**src/rtl/euler_pkg.sv**
```systemverilog
// euler_pkg: shared widths and FSM encoding for the euler1 solver and its result path
package euler_pkg;
  localparam int EULER_RESULT_W   = 24;
  localparam int EULER_BCD_DIGITS = 8;
  typedef enum logic [1:0] {IDLE, CONV, STREAM} state_e;
endpackage

```
**src/rtl/euler_bcd_adjust.sv**
```systemverilog
// euler_bcd_adjust: double-dabble add-3 correction applied independently to every BCD digit
module euler_bcd_adjust #(
  parameter int DIGITS = 8
) (
  input  logic [4*DIGITS-1:0] d_i,
  output logic [4*DIGITS-1:0] d_o
);
  for (genvar g = 0; g < DIGITS; g++) begin : g_dig
    assign d_o[4*g +: 4] = (d_i[4*g +: 4] >= 4'd5) ? d_i[4*g +: 4] + 4'd3 : d_i[4*g +: 4];
  end
endmodule

```
**src/rtl/euler_result_bcd.sv**
```systemverilog
// euler_result_bcd: converts the solver result to packed BCD and streams its significant digits MSD-first
module euler_result_bcd
  import euler_pkg::*;
#(
  parameter int IN_WIDTH = EULER_RESULT_W,
  parameter int DIGITS   = EULER_BCD_DIGITS
) (
  input  logic                clk,
  input  logic                reset,
  input  logic                in_valid,
  input  logic [IN_WIDTH-1:0] in_data,
  output logic                busy,
  output logic [4*DIGITS-1:0] bcd,
  output logic                bcd_valid,
  output logic [3:0]          num_digits,
  output logic [3:0]          digit_out,
  output logic                digit_valid,
  input  logic                digit_ready,
  output logic                digit_last
);
  localparam int BW = 4*DIGITS;
  localparam int AW = BW + IN_WIDTH;
  localparam int CW = $clog2(IN_WIDTH + 1);
  localparam int IW = (DIGITS > 1) ? $clog2(DIGITS) : 1;
  state_e        state_q;
  logic [AW-1:0] acc_q, acc_d;
  logic [CW-1:0] cnt_q;
  logic [IW-1:0] idx_q;
  logic [BW-1:0] bcd_q, adj_d;
  logic [3:0]    nd_q, nd_d;
  logic          busy_q, bcd_valid_q, dv_q;
  euler_bcd_adjust #(.DIGITS(DIGITS)) u_adj (.d_i(acc_q[AW-1:IN_WIDTH]), .d_o(adj_d));
  assign acc_d = {adj_d, acc_q[IN_WIDTH-1:0]} << 1;
  always_comb begin
    nd_d = 4'd1;
    for (int i = 1; i < DIGITS; i++)
      if (acc_q[IN_WIDTH + 4*i +: 4] != 4'd0) nd_d = 4'(i + 1);
  end
  // cnt_q counts remaining shifts; the cycle after it reaches zero publishes the result
  always_ff @(posedge clk) begin
    if (reset) begin
      state_q     <= IDLE;
      acc_q       <= '0;
      cnt_q       <= '0;
      idx_q       <= '0;
      bcd_q       <= '0;
      nd_q        <= '0;
      busy_q      <= 1'b0;
      bcd_valid_q <= 1'b0;
      dv_q        <= 1'b0;
    end else begin
      bcd_valid_q <= 1'b0;
      case (state_q)
        IDLE: if (in_valid) begin
          acc_q   <= {{BW{1'b0}}, in_data};
          cnt_q   <= CW'(IN_WIDTH);
          busy_q  <= 1'b1;
          state_q <= CONV;
        end
        CONV: if (cnt_q != '0) begin
          acc_q <= acc_d;
          cnt_q <= cnt_q - 1'b1;
        end else begin
          bcd_q       <= acc_q[AW-1:IN_WIDTH];
          nd_q        <= nd_d;
          idx_q       <= IW'(nd_d - 4'd1);
          bcd_valid_q <= 1'b1;
          dv_q        <= 1'b1;
          state_q     <= STREAM;
        end
        STREAM: if (digit_ready) begin
          if (idx_q == '0) begin
            dv_q    <= 1'b0;
            busy_q  <= 1'b0;
            state_q <= IDLE;
          end else idx_q <= idx_q - 1'b1;
        end
        default: state_q <= IDLE;
      endcase
    end
  end
  assign busy        = busy_q;
  assign bcd         = bcd_q;
  assign bcd_valid   = bcd_valid_q;
  assign num_digits  = nd_q;
  assign digit_valid = dv_q;
  assign digit_out   = 4'(bcd_q >> {idx_q, 2'b00});
  assign digit_last  = dv_q && (idx_q == '0);
endmodule

```
**config.mk**
```make
export PLATFORM = sky130hd
export DESIGN_NAME = euler_result_bcd
export DESIGN_NICKNAME = d
export VERILOG_FILES = /design/src/rtl/euler_pkg.sv /design/src/rtl/euler_bcd_adjust.sv /design/src/rtl/euler_result_bcd.sv
export SDC_FILE = /design/constraint.sdc
export NUM_CORES = 1
export LEC_CHECK = 0
export CELL_PAD_IN_SITES_DETAIL_PLACEMENT = 0
export CELL_PAD_IN_SITES_GLOBAL_PLACEMENT = 2
export CORE_AREA = 2 2 128 130
export CTS_CLUSTER_DIAMETER = 60
export DETAILED_ROUTE_END_ITERATION = 8
export DIE_AREA = 0 0 130 132
export GPL_ROUTABILITY_DRIVEN = 0
export HOLD_SLACK_MARGIN = 0.12
export PLACE_DENSITY_LB_ADDON = 0.1
export SETUP_SLACK_MARGIN = 0.05
export SYNTH_ARGS = -nofsm -noshare
export SYNTH_HDL_FRONTEND = slang
export SYNTH_SLANG_ARGS = --single-unit
export TNS_END_PERCENT = 50
```
**constraint.sdc**
```tcl
create_clock -name clk -period 2.72 [get_ports clk]
set_input_delay 0.816 -clock clk [delete_from_list [all_inputs] [get_ports clk]]
set_output_delay 0.816 -clock clk [all_outputs]
set_load 0.005 [all_outputs]
```
==> run metrics, run 1 <==
status=finished clean; die width=130 um; mapped cell area=0.00514 mm2; total power=0.00370 W; H-tree levels=3; final period utilization=a little over nine tenths; max-cap viol count=0; crit start category=flip-flop; critical-path cell list=buf_12 -> mux4_2 -> mux2_2 -> clkdlybuf4s15_1; most common cell after layout, fill and taps aside=nand2_1; Final setup viols=0; Fin. Hold Viols=0; slowest CP cell=mux4_2; CTS tree=built; Area growth syn-to-layout=25.8%; max-slew violation count=0; clock-pin slew on the worst setup and hold paths=0.07 ns; core area=~0.016 mm2; Final Skew=0.00745 ns; WHS=around 0.46 ns; pin count of the biggest net entering global routing=48; vias per std cell=5.02; Lkg Pwr=2.28 nW; clk_lat worst skew=0.35 ns; port bufs=71; initial core utilization=about a third; Syn Inst Count=618; # DRC=0; commonest non-fill, non-tap cells in the layout=nand2_1 (129), dfxtp_1 (103), a21oi_1 (70), clkdlybuf4s50_1 (66), nor2_1 (55); Global Route Usage Sum=18.2%; first drt pass iteration count=4; Wirelength per Cell=between 15 and 20 um; post-synthesis sequential area ratio=40.9%; first-pass GRT wire length=between 20 and 25 mm; Post-Syn Area per Cell=8.31 um2; min Tclk post-route=2.65 ns; Least-Margin Pin Slew=0.504 ns; fillers=1611; cts hold-fix bufs=0; Ant. Diodes=0; TritonCTS Buffers=9; final WL=between 15 and 20 mm; initial antenna violation count=0; nature of the critical path endpoint=primary output; clk sinks=approximately 110; final-stage net count=between 700 and 800; Max-slew headroom=66.3%; Req. time, crit path=1.90 ns; clock root buffer=clkbuf_16; Unique masters post-synth=44; VDD IR max=~320 uV; share of layout cells above drive strength 1=11.5%; syn_nets=approximately 670; Clock Path Buffers=2; number of top-level pins=approximately 70; Die ar.=0.0172 mm2; worst hold path type=flip-flop to flip-flop; worst-path fanout max=5; Crit path largest cell delay=0.50 ns; Detailed Route Iter0 Violations=265; Synth Register Bits=105; via count=4533; Power Dens Cells=572 mW/mm2; synth warn=0; dpl hpwl=10.5 mm; total grt overflow=0; Worst EP arrival=1.84 ns; Routed Antenna Nets=0; Die H=132 um; RSZ-0062 raised after global routing=true; row cnt=46; vias in the first global route=between 4k and 5k; Max Clock Freq=377 MHz; Setup TNS=0 ns; CP Class=flip-flop to primary output
## critical path: cells and delay by family, from the launching register on
family                 cells  cell delay, ns
buffers and inverters      2            0.33
flip-flops                 1            0.39
multiplexers               2            0.77
## state kept, by name, summed over array words and instances, names as in the netlist
register     flops
digit_valid      1
bcd_valid        1
idx_q            3
acc_q           56
cnt_q            5
busy             1
state_q          2
num_digits       4
bcd             32
## layer usage
layer / vias up / wire (um) / global-route usage [%]
li1: 2267 / - / -
met1: 2146 / 8230 / 29.1
met2: 108 / 5900 / 24.5
met3: 12 / 757 / 3.81
met4: 0 / 197 / 4.42
met5: - / 0 / 0
## cells in the mapped netlist (all sizes together)
cell type / number / share of area, %
xnor2: 9 / 1.5
nor4b: 2 / 0.34
clkbuf: 26 / 1.9
nor2b: 4 / 0.49
xor2: 9 / 1.5
o2111ai: 1 / 0.17
nand4: 1 / 0.12
o21ai: 19 / 2.4
or3b: 2 / 0.34
o22ai: 2 / 0.37
o211ai: 1 / 0.15
inv: 18 / 1.3
ha: 19 / 4.6
nand3b: 2 / 0.29
a22oi: 10 / 1.5
nand2: 131 / 9.7
a311oi: 24 / 4.1
nor3: 12 / 1.2
o21a: 1 / 0.15
or4b: 1 / 0.19
buf: 18 / 2.7
and2: 1 / 0.12
dfxtp: 105 / 41
a2bb2oi: 1 / 0.17
nand2b: 11 / 1.3
nor3b: 6 / 0.88
o21bai: 1 / 0.15
nor4: 8 / 0.97
mux2i: 10 / 1.9
mux4: 8 / 3.5
mux2: 4 / 0.88
a211oi: 1 / 0.15
nand3: 19 / 1.9
a21oi: 75 / 7.8
nor2: 56 / 4.2
## metrics by stage
stage                     instance area (um2)  util (%)  std cells  setup WS [ns]
final                                    6460      41.1        903         0.0685
after global routing                     6460      41.1        903         0.0146
after CTS                                6470      41.2        903        0.00340
after detailed placement                 6110      38.9        885          0.152
after global placement                   6110      38.9        885          0.204
after floorplan                          5140         -        618          0.474
## where the power goes
| part | total, W | switching, W | internal [W] |
|---|---|---|---|
| Clock | 0.00138 | 0.000613 | 0.000770 |
| Sequential | 0.00169 | 0.0000624 | 0.00162 |
| Combinational | 0.000629 | 0.000395 | 0.000235 |
| Total | 0.00370 | 0.00107 | 0.00263 |
## logic make-up after synthesis
| logic type | Yosys count | share of synthesized area [%] |
|---|---|---|
| AND/OR/NAND/NOR | 256 | 22.0 |
| flip-flops | 105 | 40.9 |
| AO/OA/AOI/OAI | 136 | 17.1 |
| multiplexers | 22 | 6.33 |
| adder cells (fa/ha/maj) | 19 | 4.63 |
| XOR/XNOR | 18 | 3.07 |
| buffers and inverters | 62 | 5.92 |
## cell type report
class	instances	area [um2]	area share, %
Clock buffer	11	253	3.91
Clock inverter	5	62.6	0.968
Inverter	18	67.6	1.05
Multi-Input combinational cell	451	2740	42.4
Timing Repair Buffer	97	963	14.9
Tap cell	216	270	4.18
Sequential cell	105	2110	32.6
## repair_timing
action / in CTS / in global routing
resized for setup: 11 / 4
gates cloned: 1 / 0
endpoints found under the setup margin: 4 / 5
setup buffers: 1 / 0
## final timing paths
check,from,end,cells after the start,slack [ns]
min reg2reg,num_digits[0],num_digits[0],2,0.46
min,num_digits[0],num_digits[0],2,0.46
max,idx_q[0],digit_out[3],4,0.07
max reg2reg,acc_q[33],idx_q[2],10,0.26
(Power assumes the default switching activity.)
==> run 2, diff against run 1 <==
Settings changed: TNS_END_PERCENT 50 to 30.
==> run 2 against run 1 <==
Against the previous run: global-route usage unchanged; sequential power about the same; critical path depth unchanged; sequential cell count unchanged; die area unchanged; critical path type unchanged; largest cell class unchanged; highest routed layer unchanged.
==> run metrics, run 2 (same netlist as run 1, synthesis figures left out) <==
status=finished clean; Detailed Route Iter0 Violations=265; port bufs=approximately 70; commonest non-fill, non-tap cells in the layout=nand2_1 (129), dfxtp_1 (103), a21oi_1 (70), clkdlybuf4s50_1 (66), nor2_1 (55); Worst EP arrival=between 1.5 and 2 ns; min Tclk post-route=2.65 ns; Flop pwr share=45.6%; Final Instance Area=0.00646 mm2; Area growth syn-to-layout=25.9%; crit start category=flip-flop; Final setup viols=0; met3 usage=3.81%; worst-path fanout max=5; clock root buffer=clkbuf_16; Sequential cell area=0.00211 mm2; multi-input logic area=around 0.0027 mm2; die width=130 um; final-stage net count=729; Ant. Diodes=0; first-pass GRT wire length=24.3 mm; worst hold path type=flip-flop to flip-flop; pin count of the biggest net entering global routing=48; max-slew violation count=0; initial antenna violation count=0; clk_lat worst skew=about 0.35 ns; Setup TNS=0 ns; GRT Max-Usage Layer=met1; Power Dens Cells=572 mW/mm2; initial core utilization=32.7%; Die ar.=~0.017 mm2; Die H=132 um; met1 usage=29.1%; nature of the critical path endpoint=primary output; number of top-level pins=72; Net Sw Frac=slightly below 30%; clock-pin slew on the worst setup and hold paths=about 0.070 ns; clk sinks=105; CP Class=flip-flop to primary output; dpl hpwl=10.5 mm; critical-path cell list=buf_12 -> mux4_2 -> mux2_2 -> clkdlybuf4s15_1; Top reg by flops=acc_q; fillers=1611; Pint=approximately 0.0026 W; Least-Margin Pin Slew=0.500 ns; Global Route Usage Sum=18.2%; Fin. Hold Viols=0; first drt pass iteration count=4; CTS tree=built; slowest CP cell=mux4_2; most common cell after layout, fill and taps aside=nand2_1; VDD IR max=316 uV; vias per std cell=between 5 and 6; Max-slew headroom=between 60% and 70%; total grt overflow=0; Max Clock Freq=377 MHz; row cnt=46; flip-flop count of the largest register after layout=56; max-cap viol count=0; vias in the first global route=between 4k and 5k; share of layout cells above drive strength 1=11.4%; # DRC=0; RSZ-0062 raised after global routing=true; Comb power frac=17.0%; core area=around 0.016 mm2; grt met2 use=24.5%; Crit path largest cell delay=0.50 ns; TritonCTS Buffers=9; Clock Path Buffers=2; Final Skew=0.00745 ns; Lkg Pwr=2.28 nW; Req. time, crit path=around 1.9 ns; Post-DP Area=0.00611 mm2; final WL=between 15 and 20 mm; sw power=0.00107 W; clock share of power=37.4%; Wirelength per Cell=16.7 um; final period utilization=97.5%; H-tree levels=3; Routed Antenna Nets=0; via count=4533
run 2: changes by cell type in the layout (fill, tap and decap cells not counted):
cell             before  now
clkbuf_2              2    1
clkdlybuf4s15_1       2    3
run 2: stage by stage:
step / hold WS (ns) / utilization [%] / setup WS, ns / total power (W) / instances
3_5_place_dp: 0.453 / 38.9 / 0.152 / 0.00235 / 885
5_1_grt: 0.481 / 41.1 / 0.0146 / 0.00389 / 903
4_1_cts: 0.464 / 41.2 / 0.00340 / 0.00374 / 903
2_1_floorplan: 0.445 / - / 0.474 / 0.00216 / 618
3_3_place_gp: 0.450 / 38.9 / 0.204 / 0.00235 / 885
6_report: 0.457 / 41.1 / 0.0685 / 0.00370 / 903
run 2: final cells by class:
cell class / instances / area share [%]
Multi-Input combinational cell: 451 / 42.3
Sequential cell: 105 / 32.6
Timing Repair Buffer: 97 / 15.0
Tap cell: 216 / 4.18
Clock buffer: 11 / 3.91
Inverter: 18 / 1.05
Clock inverter: 5 / 0.968
run 2: power groups by stage:
stage	clock, W	sequential [W]	combinational (W)
after global routing	0.00149	0.00170	0.000700
after detailed placement	0	0.00172	0.000633
final	0.00138	0.00169	0.000630
after CTS	0.00142	0.00169	0.000636
after global placement	0	0.00172	0.000631
after floorplan	0	0.00170	0.000457
run 2: critical path: cells and delay by family (launching register included):
| kind | cells | cell delay, ns |
|---|---|---|
| mux | 2 | 0.77 |
| flops | 1 | 0.39 |
| buf+inv | 2 | 0.33 |
run 2: path summary, 6_finish.rpt:
check | startpoint | endpoint | slack [ns] | cells after the start
hold reg to reg | num_digits[0] | num_digits[0] | 0.46 | 2
setup reg to reg | acc_q[33] | idx_q[2] | 0.26 | 10
hold / removal | num_digits[0] | num_digits[0] | 0.46 | 2
setup / recovery | idx_q[0] | digit_out[3] | 0.07 | 4
run 2: what timing repair did:
item,CTS,global route
setup endpoints to repair,4,5
hold buffers,0,0
resized for setup,11,3
pin swaps,0,0
gates cloned,1,0
setup buffers,1,0
run 2: routing by layer:
layer  wire [um]  vias up
li1            -     2267
met3         755       12
met1        8220     2146
met5           0        -
met2        5900      108
met4         197        0
==> run 3, diff against run 2 <==
Settings changed: CORE_AREA 2 2 128 130 to 2 2 137 139, DIE_AREA 0 0 130 132 to 0 0 139 141.
Clock period 2.72 ns to 2.33 ns, I/O delays scaled along.
==> run 3 against run 2 <==
Against the previous run: the run now ends with setup timing left; critical endpoint is now digit_out[2]; power increased by 23%; routed wire length increased by 6.4%; clock power increased by 30%; critical path type unchanged; non-clock buffer count increased by 51; largest cell class unchanged; hold slack improved by 0.0069 ns; sequential share of layout area decreased by 2.2 points; final area increased by 7.4%; clock skew increased by 0.0028 ns.
==> run metrics, run 3 (same netlist as run 1, synthesis figures left out) <==
Worst Setup SP=idx_q[0]; max-slew violation count=0; initial antenna violation count=0; Req. time, crit path=1.63 ns; TritonCTS Buffers=9; CP Class=flip-flop to primary output; Setup TNS=-0.502 ns; Worst EP arrival=1.76 ns; critical-path cell list=buf_12 -> mux4_2 -> mux2_4 -> buf_6; via count=4646; Die ar.=0.0196 mm2; Power Dens Cells=655 mW/mm2; most common cell after layout, fill and taps aside=nand2_1; total grt overflow=0; final WL=16.0 mm; fillers=1871; port bufs=71; violated checks=setup timing; Detailed Route Iter0 Violations=234; cts hold-fix bufs=0; hold wc startpoint=num_digits[2]; FF-to-FF Start=acc_q[37]; status=complete, but fails checks; Clock Path Buffers=2; clk_lat worst skew=0.36 ns; pin count of the biggest net entering global routing=48; worst hold path type=flip-flop to flip-flop; flip-flop count of the largest register after layout=56; Final WS setup=-0.133 ns; Top reg by flops=acc_q; total power=0.00455 W; Wirelength per Cell=16.5 um; H-tree levels=3; multi-input logic area=around 0.0028 mm2; Area growth syn-to-layout=35.1%; dpl hpwl=between 10 and 15 mm; slowest CP cell=mux4_2; row cnt=50; min Tclk post-route=2.46 ns; Final setup viols=4; nature of the critical path endpoint=primary output; CTS tree=built; RSZ-0062 raised after global routing=true; vias per std cell=4.78; # DRC=0; vias in the first global route=4635; Fin. Hold Viols=0; worst-path fanout max=8; Sequential cell area=0.00211 mm2; crit start category=flip-flop; share of layout cells above drive strength 1=approximately a fifth; Max-slew headroom=69.1%; core area=0.0183 mm2; clock-pin slew on the worst setup and hold paths=approximately 0.070 ns; Die H=around 140 um; first drt pass iteration count=5; Max Clock Freq=406 MHz; first-pass GRT wire length=approximately 26 mm; clock root buffer=clkbuf_16; commonest non-fill, non-tap cells in the layout=nand2_1 (129), dfxtp_1 (102), buf_4 (74), a21oi_1 (70), clkdlybuf4s50_1 (65); Global Route Usage Sum=16.8%; Least-Margin Pin Slew=0.463 ns; clk sinks=about 110; max-cap viol count=0; Final Skew=0.0103 ns; Crit path largest cell delay=0.49 ns; WHS=about 0.46 ns; die width=139 um; pre-CTS WS=-0.140 ns; final-stage net count=780; Ant. Diodes=0; number of top-level pins=between 70 and 80; final period utilization=106%; Lkg Pwr=roughly 2.6 nW; initial core utilization=28.1%; Routed Antenna Nets=0; VDD IR max=346 uV
[run 3: power breakdown]
group,total [W],switching [W],internal [W],leakage [nW]
Clock,0.00179,0.000707,0.00108,0.166
Sequential,0.00196,0.0000643,0.00190,0.855
Combinational,0.000802,0.000483,0.000318,1.57
Total,0.00455,0.00125,0.00329,2.59
[run 3: metal layers]
metal / track usage [%] / routed length [um] / part of all wire, %
met4: 5.48 / 224 / 1.4
met3: 2.11 / 400 / 2.5
met2: 28.1 / 7770 / 48
met5: 0 / 0 / 0
met1: 22.6 / 7650 / 48
[run 3: cell type report]
| class | count | area share, % |
|---|---|---|
| clock buffers | 11 | 3.50 |
| repair buffers | 148 | 19.3 |
| inverters | 18 | 0.973 |
| flip-flops and latches | 105 | 30.4 |
| multi-input cells | 451 | 40.1 |
| well taps | 234 | 4.22 |
| clock inverters | 5 | 1.48 |
[run 3: repair_timing]
item,CTS,global route
pin swaps,0,2
endpoints found under the setup margin,6,7
resized for setup,31,5
buffers inserted,2,1
[run 3: final timing paths]
| path | endpoint | slack, ns | depth (start not counted) |
|---|---|---|---|
| min | num_digits[2] | 0.46 | 2 |
| max reg2reg | idx_q[2] | 0.10 | 10 |
| min reg2reg | num_digits[2] | 0.46 | 2 |
| max | digit_out[2] | -0.13 | 4 |
[run 3: metrics by stage]
stage | utilization (%) | instance area, um2 | instances
after CTS | 37.8 | 6910 | 971
after global placement | 35.6 | 6510 | 953
after floorplan | - | 5140 | 618
after global routing | 38.0 | 6940 | 972
after detailed placement | 35.6 | 6510 | 953
final | 38.0 | 6940 | 972
[run 3: critical path, delay by kind of cell, from the launching register on]
kind,cells,cell delay [ns]
multiplexers,2,0.79
buffers and inverters,2,0.26
flip-flops,1,0.35
